$ cat src/rtl/rf_seq_pkg.sv
// rf_seq_pkg: op codes, FSM states and register index names shared
// by the sequencer, its index decoder and the bench.
package rf_seq_pkg;

  localparam int IW = 3;

  typedef enum logic [1:0] {
    OP_NOP = 2'b00,
    OP_MOV = 2'b01,
    OP_LDI = 2'b10,
    OP_RD  = 2'b11
  } op_e;

  typedef enum logic [1:0] {
    S_IDLE  = 2'b00,
    S_SETUP = 2'b01,
    S_XFER  = 2'b10
  } state_e;

  localparam logic [IW-1:0] REG_A = 3'd0;
  localparam logic [IW-1:0] REG_B = 3'd1;
  localparam logic [IW-1:0] REG_C = 3'd2;
  localparam logic [IW-1:0] REG_D = 3'd3;
  localparam logic [IW-1:0] REG_F = 3'd4;

  function automatic logic uses_src(input op_e op);
    return (op == OP_MOV) || (op == OP_RD);
  endfunction

  function automatic logic uses_dst(input op_e op);
    return (op == OP_MOV) || (op == OP_LDI);
  endfunction

endpackage

$ cat src/rtl/rf_seq_dec.sv
// rf_seq_dec: register index -> one-hot enable vector.
// Ports: idx in, oh one-hot out (zero if out of range), bad flag.
module rf_seq_dec
  import rf_seq_pkg::*;
#(
  parameter int N = 5
) (
  input  logic [IW-1:0] idx,
  output logic [N-1:0]  oh,
  output logic          bad
);

  always_comb begin
    oh = '0;
    for (int i = 0; i < N; i++) begin
      oh[i] = (idx == IW'(i));
    end
    bad = ({1'b0, idx} >= 4'(N));
  end

endmodule

$ cat src/rtl/rf_seq.sv
// rf_seq: register-file transfer sequencer (NOP/MOV/LDI/RD), IDLE/SETUP/XFER.
// Ports: cmd_* handshake in; ld/oe/d to rf, p readback, rd_data/rd_valid/err.
// Define RF_SEQ_BURST_EN to accept a new command while in XFER.
module rf_seq
  import rf_seq_pkg::*;
#(
  parameter int DW   = 8,
  parameter int NREG = 5
) (
  input  logic            clk,
  input  logic            rst_n,
  input  logic            cmd_valid,
  output logic            cmd_ready,
  input  logic [1:0]      cmd_op,
  input  logic [IW-1:0]   cmd_src,
  input  logic [IW-1:0]   cmd_dst,
  input  logic [DW-1:0]   cmd_imm,
  output logic [NREG-1:0] ld,
  output logic [NREG-1:0] oe,
  output logic [DW-1:0]   d,
  input  logic [DW-1:0]   p,
  output logic [DW-1:0]   rd_data,
  output logic            rd_valid,
  output logic            err
);

`ifdef RF_SEQ_BURST_EN
  localparam logic BURST = 1'b1;
`else
  localparam logic BURST = 1'b0;
`endif

  state_e          state, state_n;
  op_e             op_q, op_n, op_in, op_eff;
  logic [NREG-1:0] src_q, src_n, src_oh;
  logic [NREG-1:0] dst_q, dst_n, dst_oh;
  logic [DW-1:0]   imm_q, imm_n;
  logic            src_bad, dst_bad;
  logic            bad, skip, hs, acc;
  logic [NREG-1:0] ld_n, oe_n;
  logic [DW-1:0]   d_n;
  logic            err_n, rdy_n, rdv_n;

  rf_seq_dec #(.N(NREG)) u_src (
    .idx (cmd_src),
    .oh  (src_oh),
    .bad (src_bad)
  );

  rf_seq_dec #(.N(NREG)) u_dst (
    .idx (cmd_dst),
    .oh  (dst_oh),
    .bad (dst_bad)
  );

  // Bad or self-MOV commands still spend one SETUP
  // cycle but are latched as NOP so they never drive.
  always_comb begin
    op_in  = op_e'(cmd_op);
    bad    = (uses_src(op_in) & src_bad)
           | (uses_dst(op_in) & dst_bad);
    skip   = (op_in == OP_MOV)
           && (cmd_src == cmd_dst);
    op_eff = (bad || skip) ? OP_NOP : op_in;
    hs     = cmd_valid & cmd_ready;
  end

  // Outputs are registered, so everything here
  // describes the cycle after the coming edge.
  always_comb begin
    state_n = state;
    op_n    = op_q;
    src_n   = src_q;
    dst_n   = dst_q;
    imm_n   = imm_q;
    ld_n    = '0;
    oe_n    = '0;
    d_n     = '0;
    err_n   = 1'b0;
    rdy_n   = 1'b0;
    rdv_n   = 1'b0;
    acc     = 1'b0;
    unique case (state)
      S_IDLE: begin
        rdy_n = 1'b1;
        acc   = hs;
      end
      S_SETUP: begin
        if (op_q == OP_NOP) begin
          state_n = S_IDLE;
          rdy_n   = 1'b1;
        end else begin
          state_n = S_XFER;
          rdy_n   = BURST;
          unique case (1'b1)
            op_q == OP_MOV: begin
              oe_n = src_q;
              ld_n = dst_q;
            end
            op_q == OP_LDI: begin
              d_n  = imm_q;
              ld_n = dst_q;
            end
            op_q == OP_RD: oe_n = src_q;
            default: ;
          endcase
        end
      end
      S_XFER: begin
        state_n = S_IDLE;
        rdy_n   = 1'b1;
        rdv_n   = (op_q == OP_RD);
        acc     = BURST & hs;
      end
      default: begin
        state_n = S_IDLE;
        rdy_n   = 1'b1;
      end
    endcase
    if (acc) begin
      state_n = S_SETUP;
      rdy_n   = 1'b0;
      op_n    = op_eff;
      src_n   = src_oh;
      dst_n   = dst_oh;
      imm_n   = cmd_imm;
      err_n   = bad;
      unique case (1'b1)
        op_eff == OP_MOV: oe_n = src_oh;
        op_eff == OP_RD:  oe_n = src_oh;
        op_eff == OP_LDI: d_n  = cmd_imm;
        default: ;
      endcase
    end
  end

  always_ff @(posedge clk or negedge rst_n) begin
    if (!rst_n) begin
      state     <= S_IDLE;
      op_q      <= OP_NOP;
      src_q     <= '0;
      dst_q     <= '0;
      imm_q     <= '0;
      ld        <= '0;
      oe        <= '0;
      d         <= '0;
      err       <= 1'b0;
      cmd_ready <= 1'b0;
      rd_valid  <= 1'b0;
      rd_data   <= '0;
    end else begin
      state     <= state_n;
      op_q      <= op_n;
      src_q     <= src_n;
      dst_q     <= dst_n;
      imm_q     <= imm_n;
      ld        <= ld_n;
      oe        <= oe_n;
      d         <= d_n;
      err       <= err_n;
      cmd_ready <= rdy_n;
      rd_valid  <= rdv_n;
      if (state == S_XFER && op_q == OP_RD) begin
        rd_data <= p;
      end
    end
  end

endmodule

$ cat config.mk
export PLATFORM = sky130hd
export DESIGN_NAME = rf_seq
export DESIGN_NICKNAME = d
export VERILOG_FILES = /design/src/rtl/rf_seq_pkg.sv /design/src/rtl/rf_seq_dec.sv /design/src/rtl/rf_seq.sv
export SDC_FILE = /design/constraint.sdc
export NUM_CORES = 1
export LEC_CHECK = 0
export ABC_AREA = 1
export CAP_MARGIN = 30
export CORE_ASPECT_RATIO = 1.2
export CORE_UTILIZATION = 61
export DETAILED_ROUTE_END_ITERATION = 8
export DONT_BUFFER_PORTS = 1
export PLACE_DENSITY = 0.85
export SKIP_CTS_REPAIR_TIMING = 1
export SLEW_MARGIN = 0
export SYNTH_ARGS = -nofsm -noshare
export SYNTH_HDL_FRONTEND = slang
export SYNTH_SLANG_ARGS = --single-unit
$ cat constraint.sdc
create_clock -name clk -period 1.4 [get_ports clk]
set_input_delay 0.14 -clock clk [delete_from_list [all_inputs] [get_ports clk]]
set_output_delay 0.14 -clock clk [all_outputs]
set_load 0.1 [all_outputs]
==> results of run 1 <==
## report_power, final
group	internal, mW	switching [mW]	leakage [nW]
clock	0.451	0.447	0.0515
sequential	1.88	0.222	0.655
combinational	0.572	1.88	0.750
total	2.90	2.55	1.46
## layer usage
layer / track usage, % / part of all wire [%] / vias to the layer above
li1: - / - / 863
met1: 29.1 / 39 / 858
met2: 39.4 / 52 / 79
met3: 7.66 / 6.7 / 9
met4: 11.0 / 1.8 / 0
met5: 0 / 0 / -
## worst paths after layout
check                              to  slack [ns]
hold reg to reg            rd_data[1]        0.48
hold / removal                   d[3]       -0.02
max in group asynchronous   cmd_ready        0.84
min in group asynchronous    rd_valid        0.34
setup reg to reg                ld[4]        0.09
setup / recovery                ld[4]        0.09
## critical path: stages, from the launching register on
cell and delay [ns]:
dfrtp_1 0.42, inv_1 0.09, ha_1 0.21, nor2_2 0.18, inv_1 0.16, nor3_1 0.17
## area by class of cell
type	count	area, um2	share of cell area, %
inverter	26	100	3.60
multi-input combinational	149	757	27.2
clock buffer	8	100	3.60
tap	37	46.3	1.66
timing repair buffer	57	498	17.9
sequential	51	1280	46.0
## sequential cells by signal (all words and copies together) (netlist names), 5 cells and up
signal,count
d,8
dst_q,5
imm_q,8
src_q,5
oe,5
ld,5
rd_data,8
## metrics by stage
step                      setup TNS, ns  hold WS (ns)  area (um2)  std cells  util (%)
after floorplan                       0        -0.156        2170        232         -
after global placement                0        -0.155        2450        299      72.7
after detailed placement              0        -0.155        2450        299      72.7
after CTS                             0        -0.489        2550        307      75.7
after global routing            -0.0607      -0.00332        2780        328      82.6
final                                 0       -0.0230        2780        328      82.6
## logic make-up (layout without fill, tap and decap cells)
group | count (synthesis) | in the layout
buf+inv | 32 | 91
compound gates | 15 | 15
simple gates | 128 | 128
fa+ha+maj | 6 | 6
flops | 51 | 51
## cells in the final DEF, fill, tap and decap left out
cell,synthesis,routed
nand2_1,82,82
dfrtp_1,51,50
buf_4,3,36
dlygate4sd3_1,0,20
nand4_1,18,18
inv_1,17,17
nand3_1,14,14
o21ai_1,10,10
inv_2,8,8
clkbuf_8,0,7
ha_1,6,6
nor3_1,5,4
nor2_1,3,3
nor2_4,2,2
nor2_2,2,2
a21oi_1,2,2
o21ai_0,2,2
nor3_2,0,1
nand4_4,1,1
inv_4,1,1
nor3_4,1,1
o211ai_1,1,1
clkbuf_1,1,1
dfrtp_4,0,1
buf_16,0,1
## synthesized netlist by cell type (2+ instances only)
cell,number
nand4_1,18
o21ai_0,2
ha_1,6
o21ai_1,10
nand2_1,82
nor3_1,5
nor2_1,3
nor2_2,2
inv_1,17
buf_4,3
a21oi_1,2
nand3_1,14
nor2_4,2
inv_2,8
dfrtp_1,51
==> results_dict.tcl, run 1 <==
set metrics [dict create \
    synth_area_leaders "dfrtp_1, nand2_1, nand4_1" \
    period_minus_slack_ns 1.31 \
    cp_data_arrival_time_ns 1.53 \
    rows 23 \
    final_nets 323 \
    core_area_um2 3370 \
    clk_pin_slew_ns 0.09 \
    gr-usage-all-layers_pct 24.0 \
    end_kind "flip-flop" \
    synth_top_area_share_pct 58.8 \
    start_util_pct 64.5 \
    worst-slew-pin-transition_ns 0.301 \
    place.gp.congestion 0.841 \
    grt_pass1_wl_mm 6.69 \
    critical_path_required_ns 1.62 \
    synth-seq-area-share_pct 58.8 \
    synth_cells 232 \
    irDropWorstVdd_uv 2080 \
    dr.pass1.iters 4 \
    fillers 192 \
    yosysWarnings 0 \
    total_power_mw 5.45 \
    drive_gt1_share_pct 21.0 \
    worst_setup_path_start_kind "flip-flop" \
    synth_compound_area_share_pct 3.57 \
    fin_worst_skew_ns 0.00683 \
    cts_tree "built" \
    htree_levels 2 \
    fin_crit_sh_pct 93.6 \
    synth_edf_count 0 \
    synth.cell_area_um2 2170 \
    holdPathStages 2 \
    syn_area_per_cell_um2 9.36 \
    hold_class "in2reg" \
    via_count 1809 \
    hold_slack_ns -0.0230 \
    hold_path_startpoint "cmd_imm[3]" \
    synth_xor_area_share_pct 0 \
    synth_ff_type "dfrtp_1" \
    via_per_inst 5.52 \
    path_max_fanout 6 \
    io_pins 56 \
    violations "hold timing" \
    worst_r2r_startpoint "op_q[0]" \
    synth.distinct_cells 22 \
    grt_pass1_vias 1499 \
    leakage_nw 1.46 \
    place_ws_ns 0.133 \
    layout_setup_ws_ns 0.0895 \
    wl_mm 4.88 \
    die_w_um 56.5 \
    grt_max_degree 52 \
    wire_per_inst_um 14.9 \
    root_buffer "clkbuf_8" \
    crit_start "op_q[0]" \
    setup_viol 0 \
    power_density_nw_per_um2 1960 \
    portBuffers 0 \
    synth-seq-cells 51 \
    synth-async-reset-ratio_pct 100 \
    post-dp-hpwl_mm 3.05 \
    fp.dieArea_um2 3800 \
    ant_nets 0 \
    synth_mux_area_share_pct 0 \
    synth_nets 265 \
    cts_made_buffers 5 \
    slew_headroom_pct 79.9 \
    die_h_um 67.4 \
    drv_slew 0 \
    clock-sinks 51 \
    finalHoldViolations 2 \
    cap_violations 0 \
    area_growth_pct 28.1 \
    synth_largest_area_cell "dfrtp_1" \
    clk_path_buf_depth 2 \
    synth_top_family_by_area "simple AND/OR/NAND/NOR gates" \
    status "complete, but fails checks" \
    synth_simple_gate_area_share_pct 27.6 \
    n_antenna_cell 0 \
    fmax_mhz 763 \
    rr_worst_depth 5 \
    drc 0 \
    gr-total-overflow 0 \
    synth-adder-area-share_pct 3.46 \
    clock_latency_ns 0.31 \
    antenna_found_initial 0 \
    drt-initial-drc-count 115 \
    path_class "reg2reg" \
]
(Power assumes the default switching activity.)
==> run 2, diff against run 1 <==
SLEW_MARGIN = unset   (was 0)
==> results of run 2 <==
The final DEF is identical to that of run 1; final timing and power are the same.
==> run 3, diff against run 2 <==
CTS_BUF_LIST = sky130_fd_sc_hd__clkbuf_4 sky130_fd_sc_hd__clkbuf_8 sky130_fd_sc_hd__clkbuf_16   (was unset)
==> run 3 against run 2 <==
Effect of this change: the flow still finishes with violations (hold timing); die area stayed put; count of clock-buffer cells in the layout stayed put; via count is 1.7% higher; routed wire length is 0.33% higher; clock power is 2% higher; sequential cell count stayed put; largest power group unchanged.
==> results_dict.tcl, run 3 (same netlist as run 1, synthesis figures left out) <==
set metrics [dict create \
    status "complete, but fails checks" \
    violations "hold timing" \
    post-dp-hpwl_mm 3.05 \
    rr_worst_depth 5 \
    area_growth_pct 28.3 \
    via_count 1839 \
    htree_levels 2 \
    final_nets 323 \
    wire_per_inst_um 14.9 \
    utilization_pct 82.7 \
    setup_viol 0 \
    crit_top_cell "inv_1" \
    place_ws_ns 0.133 \
    worst_r2r_startpoint "op_q[0]" \
    r2r-end "ld[4]" \
    grt_pass1_vias 1512 \
    ant_nets 0 \
    leakage_nw 1.46 \
    place_inst 299 \
    irDropWorstVdd_uv 2090 \
    start_util_pct 64.5 \
    gr-total-overflow 0 \
    slew_headroom_pct 79.8 \
    dr.pass1.iters 4 \
    hold_slack_ns -0.0217 \
    crit_chain "inv_1 > ha_1 > nor2_2 > inv_1 > nor3_1" \
    p_comb_share_pct 44.9 \
    clock-sinks 51 \
    largestRegisters "d x8, imm_q x8, rd_data x8" \
    io_pins 56 \
    cp_data_arrival_time_ns 1.55 \
    fmax_mhz 753 \
    period_minus_slack_ns 1.33 \
    drt-initial-drc-count 122 \
    placed_area_um2 2450 \
    rows 23 \
    layout_setup_ws_ns 0.0715 \
    worst_setup_path_start_kind "flip-flop" \
    die_h_um 67.4 \
    critical_path_required_ns 1.62 \
    portBuffers 0 \
    clk_path_buf_depth 2 \
    place.gp.congestion 0.841 \
    instances_no_fill 328 \
    cts_made_buffers 5 \
    gr-usage-all-layers_pct 24.0 \
    power.internal_mw 2.92 \
    fp.dieArea_um2 3800 \
    drc 0 \
    n_antenna_cell 0 \
    via_per_inst 5.61 \
    grt_pass1_wl_mm 6.71 \
    mostFrequentLayoutCells "nand2_1, dfrtp_1, buf_4, dlygate4sd3_1, nand4_1" \
    fin_crit_sh_pct 94.9 \
    clock_latency_ns 0.31 \
    slowest_stage "dfrtp_1" \
    p_clk_share_pct 16.7 \
    path_class "reg2reg" \
    rrSetupSlack_ns 0.07 \
    slowest_delay_ns 0.42 \
    grt_max_degree 52 \
    finalHoldViolations 2 \
    layout_commonest_cell "nand2_1" \
    sequentialPowerShare_pct 38.4 \
    end_kind "flip-flop" \
    drv_slew 0 \
    cap_violations 0 \
    setup-tns-final_ns 0 \
    fin_area_um2 2790 \
    wl_mm 4.90 \
    p_switching_mw 2.55 \
    core_area_um2 3370 \
    antenna_found_initial 0 \
    hold_path_startpoint "cmd_imm[3]" \
    crit_family "flip-flops" \
    die_w_um 56.5 \
    hold_class "in2reg" \
    drive_gt1_share_pct 21.3 \
    hold_end "d[3]" \
    holdPathStages 2 \
    root_buffer "clkbuf_8" \
    crit_buf_inv 2 \
    path_max_fanout 6 \
    clk_pin_slew_ns 0.08 \
    worst-slew-pin-transition_ns 0.303 \
    switching_share_pct 46.7 \
    fin_worst_skew_ns 0.00666 \
    cts_tree "built" \
    power_density_nw_per_um2 1970 \
]
run 3: cell types whose count changed in the layout (fill, tap and decap cells not counted):
cell,delta
clkbuf_4,+1
clkbuf_1,-1
run 3: routing by layer:
| metal | GRT usage, % | wire length, um | vias to the layer above |
|---|---|---|---|
| li1 | - | - | 863 |
| met1 | 28.7 | 1820 | 863 |
| met2 | 39.7 | 2540 | 104 |
| met3 | 7.85 | 446 | 9 |
| met4 | 11.6 | 89 | 0 |
| met5 | 0 | 0 | - |
run 3: power by group through the flow:
stage,Clock [mW],Combinational [mW],Sequential [mW]
2_1_floorplan,0,0.794,3.13
3_3_place_gp,0,2.27,2.10
3_5_place_dp,0,2.31,2.12
4_1_cts,0.932,2.32,2.09
5_1_grt,1.01,2.60,2.13
6_report,0.916,2.46,2.10
run 3: how the worst max path moves through the flow:
stage	slack, ns	start	endpoint	cells past startpoint
finish	0.07	op_q[0]	ld[4]	5
floorplan	0.11	cmd_ready	dst_q[2]	5
detailed placement	0.13	op_q[0]	ld[3]	5
CTS	0.12	state[1]	oe[0]	5
global route	-0.03	state[1]	oe[3]	5
global placement	0.17	cmd_op[1]	oe[4]	9
run 3: area by class of cell:
class / instances / area [um2]
Timing Repair Buffer: 57 / 498
Inverter: 26 / 100
Clock buffer: 8 / 104
Fill cell: 190 / 582
Tap cell: 37 / 46.3
Multi-Input combinational cell: 149 / 757
Sequential cell: 51 / 1280
run 3: stage by stage:
stage | total power [mW] | hold WS [ns]
floorplan | 3.93 | -0.156
global placement | 4.37 | -0.155
detailed placement | 4.43 | -0.155
CTS | 5.34 | -0.489
global route | 5.74 | -0.00331
finish | 5.47 | -0.0217
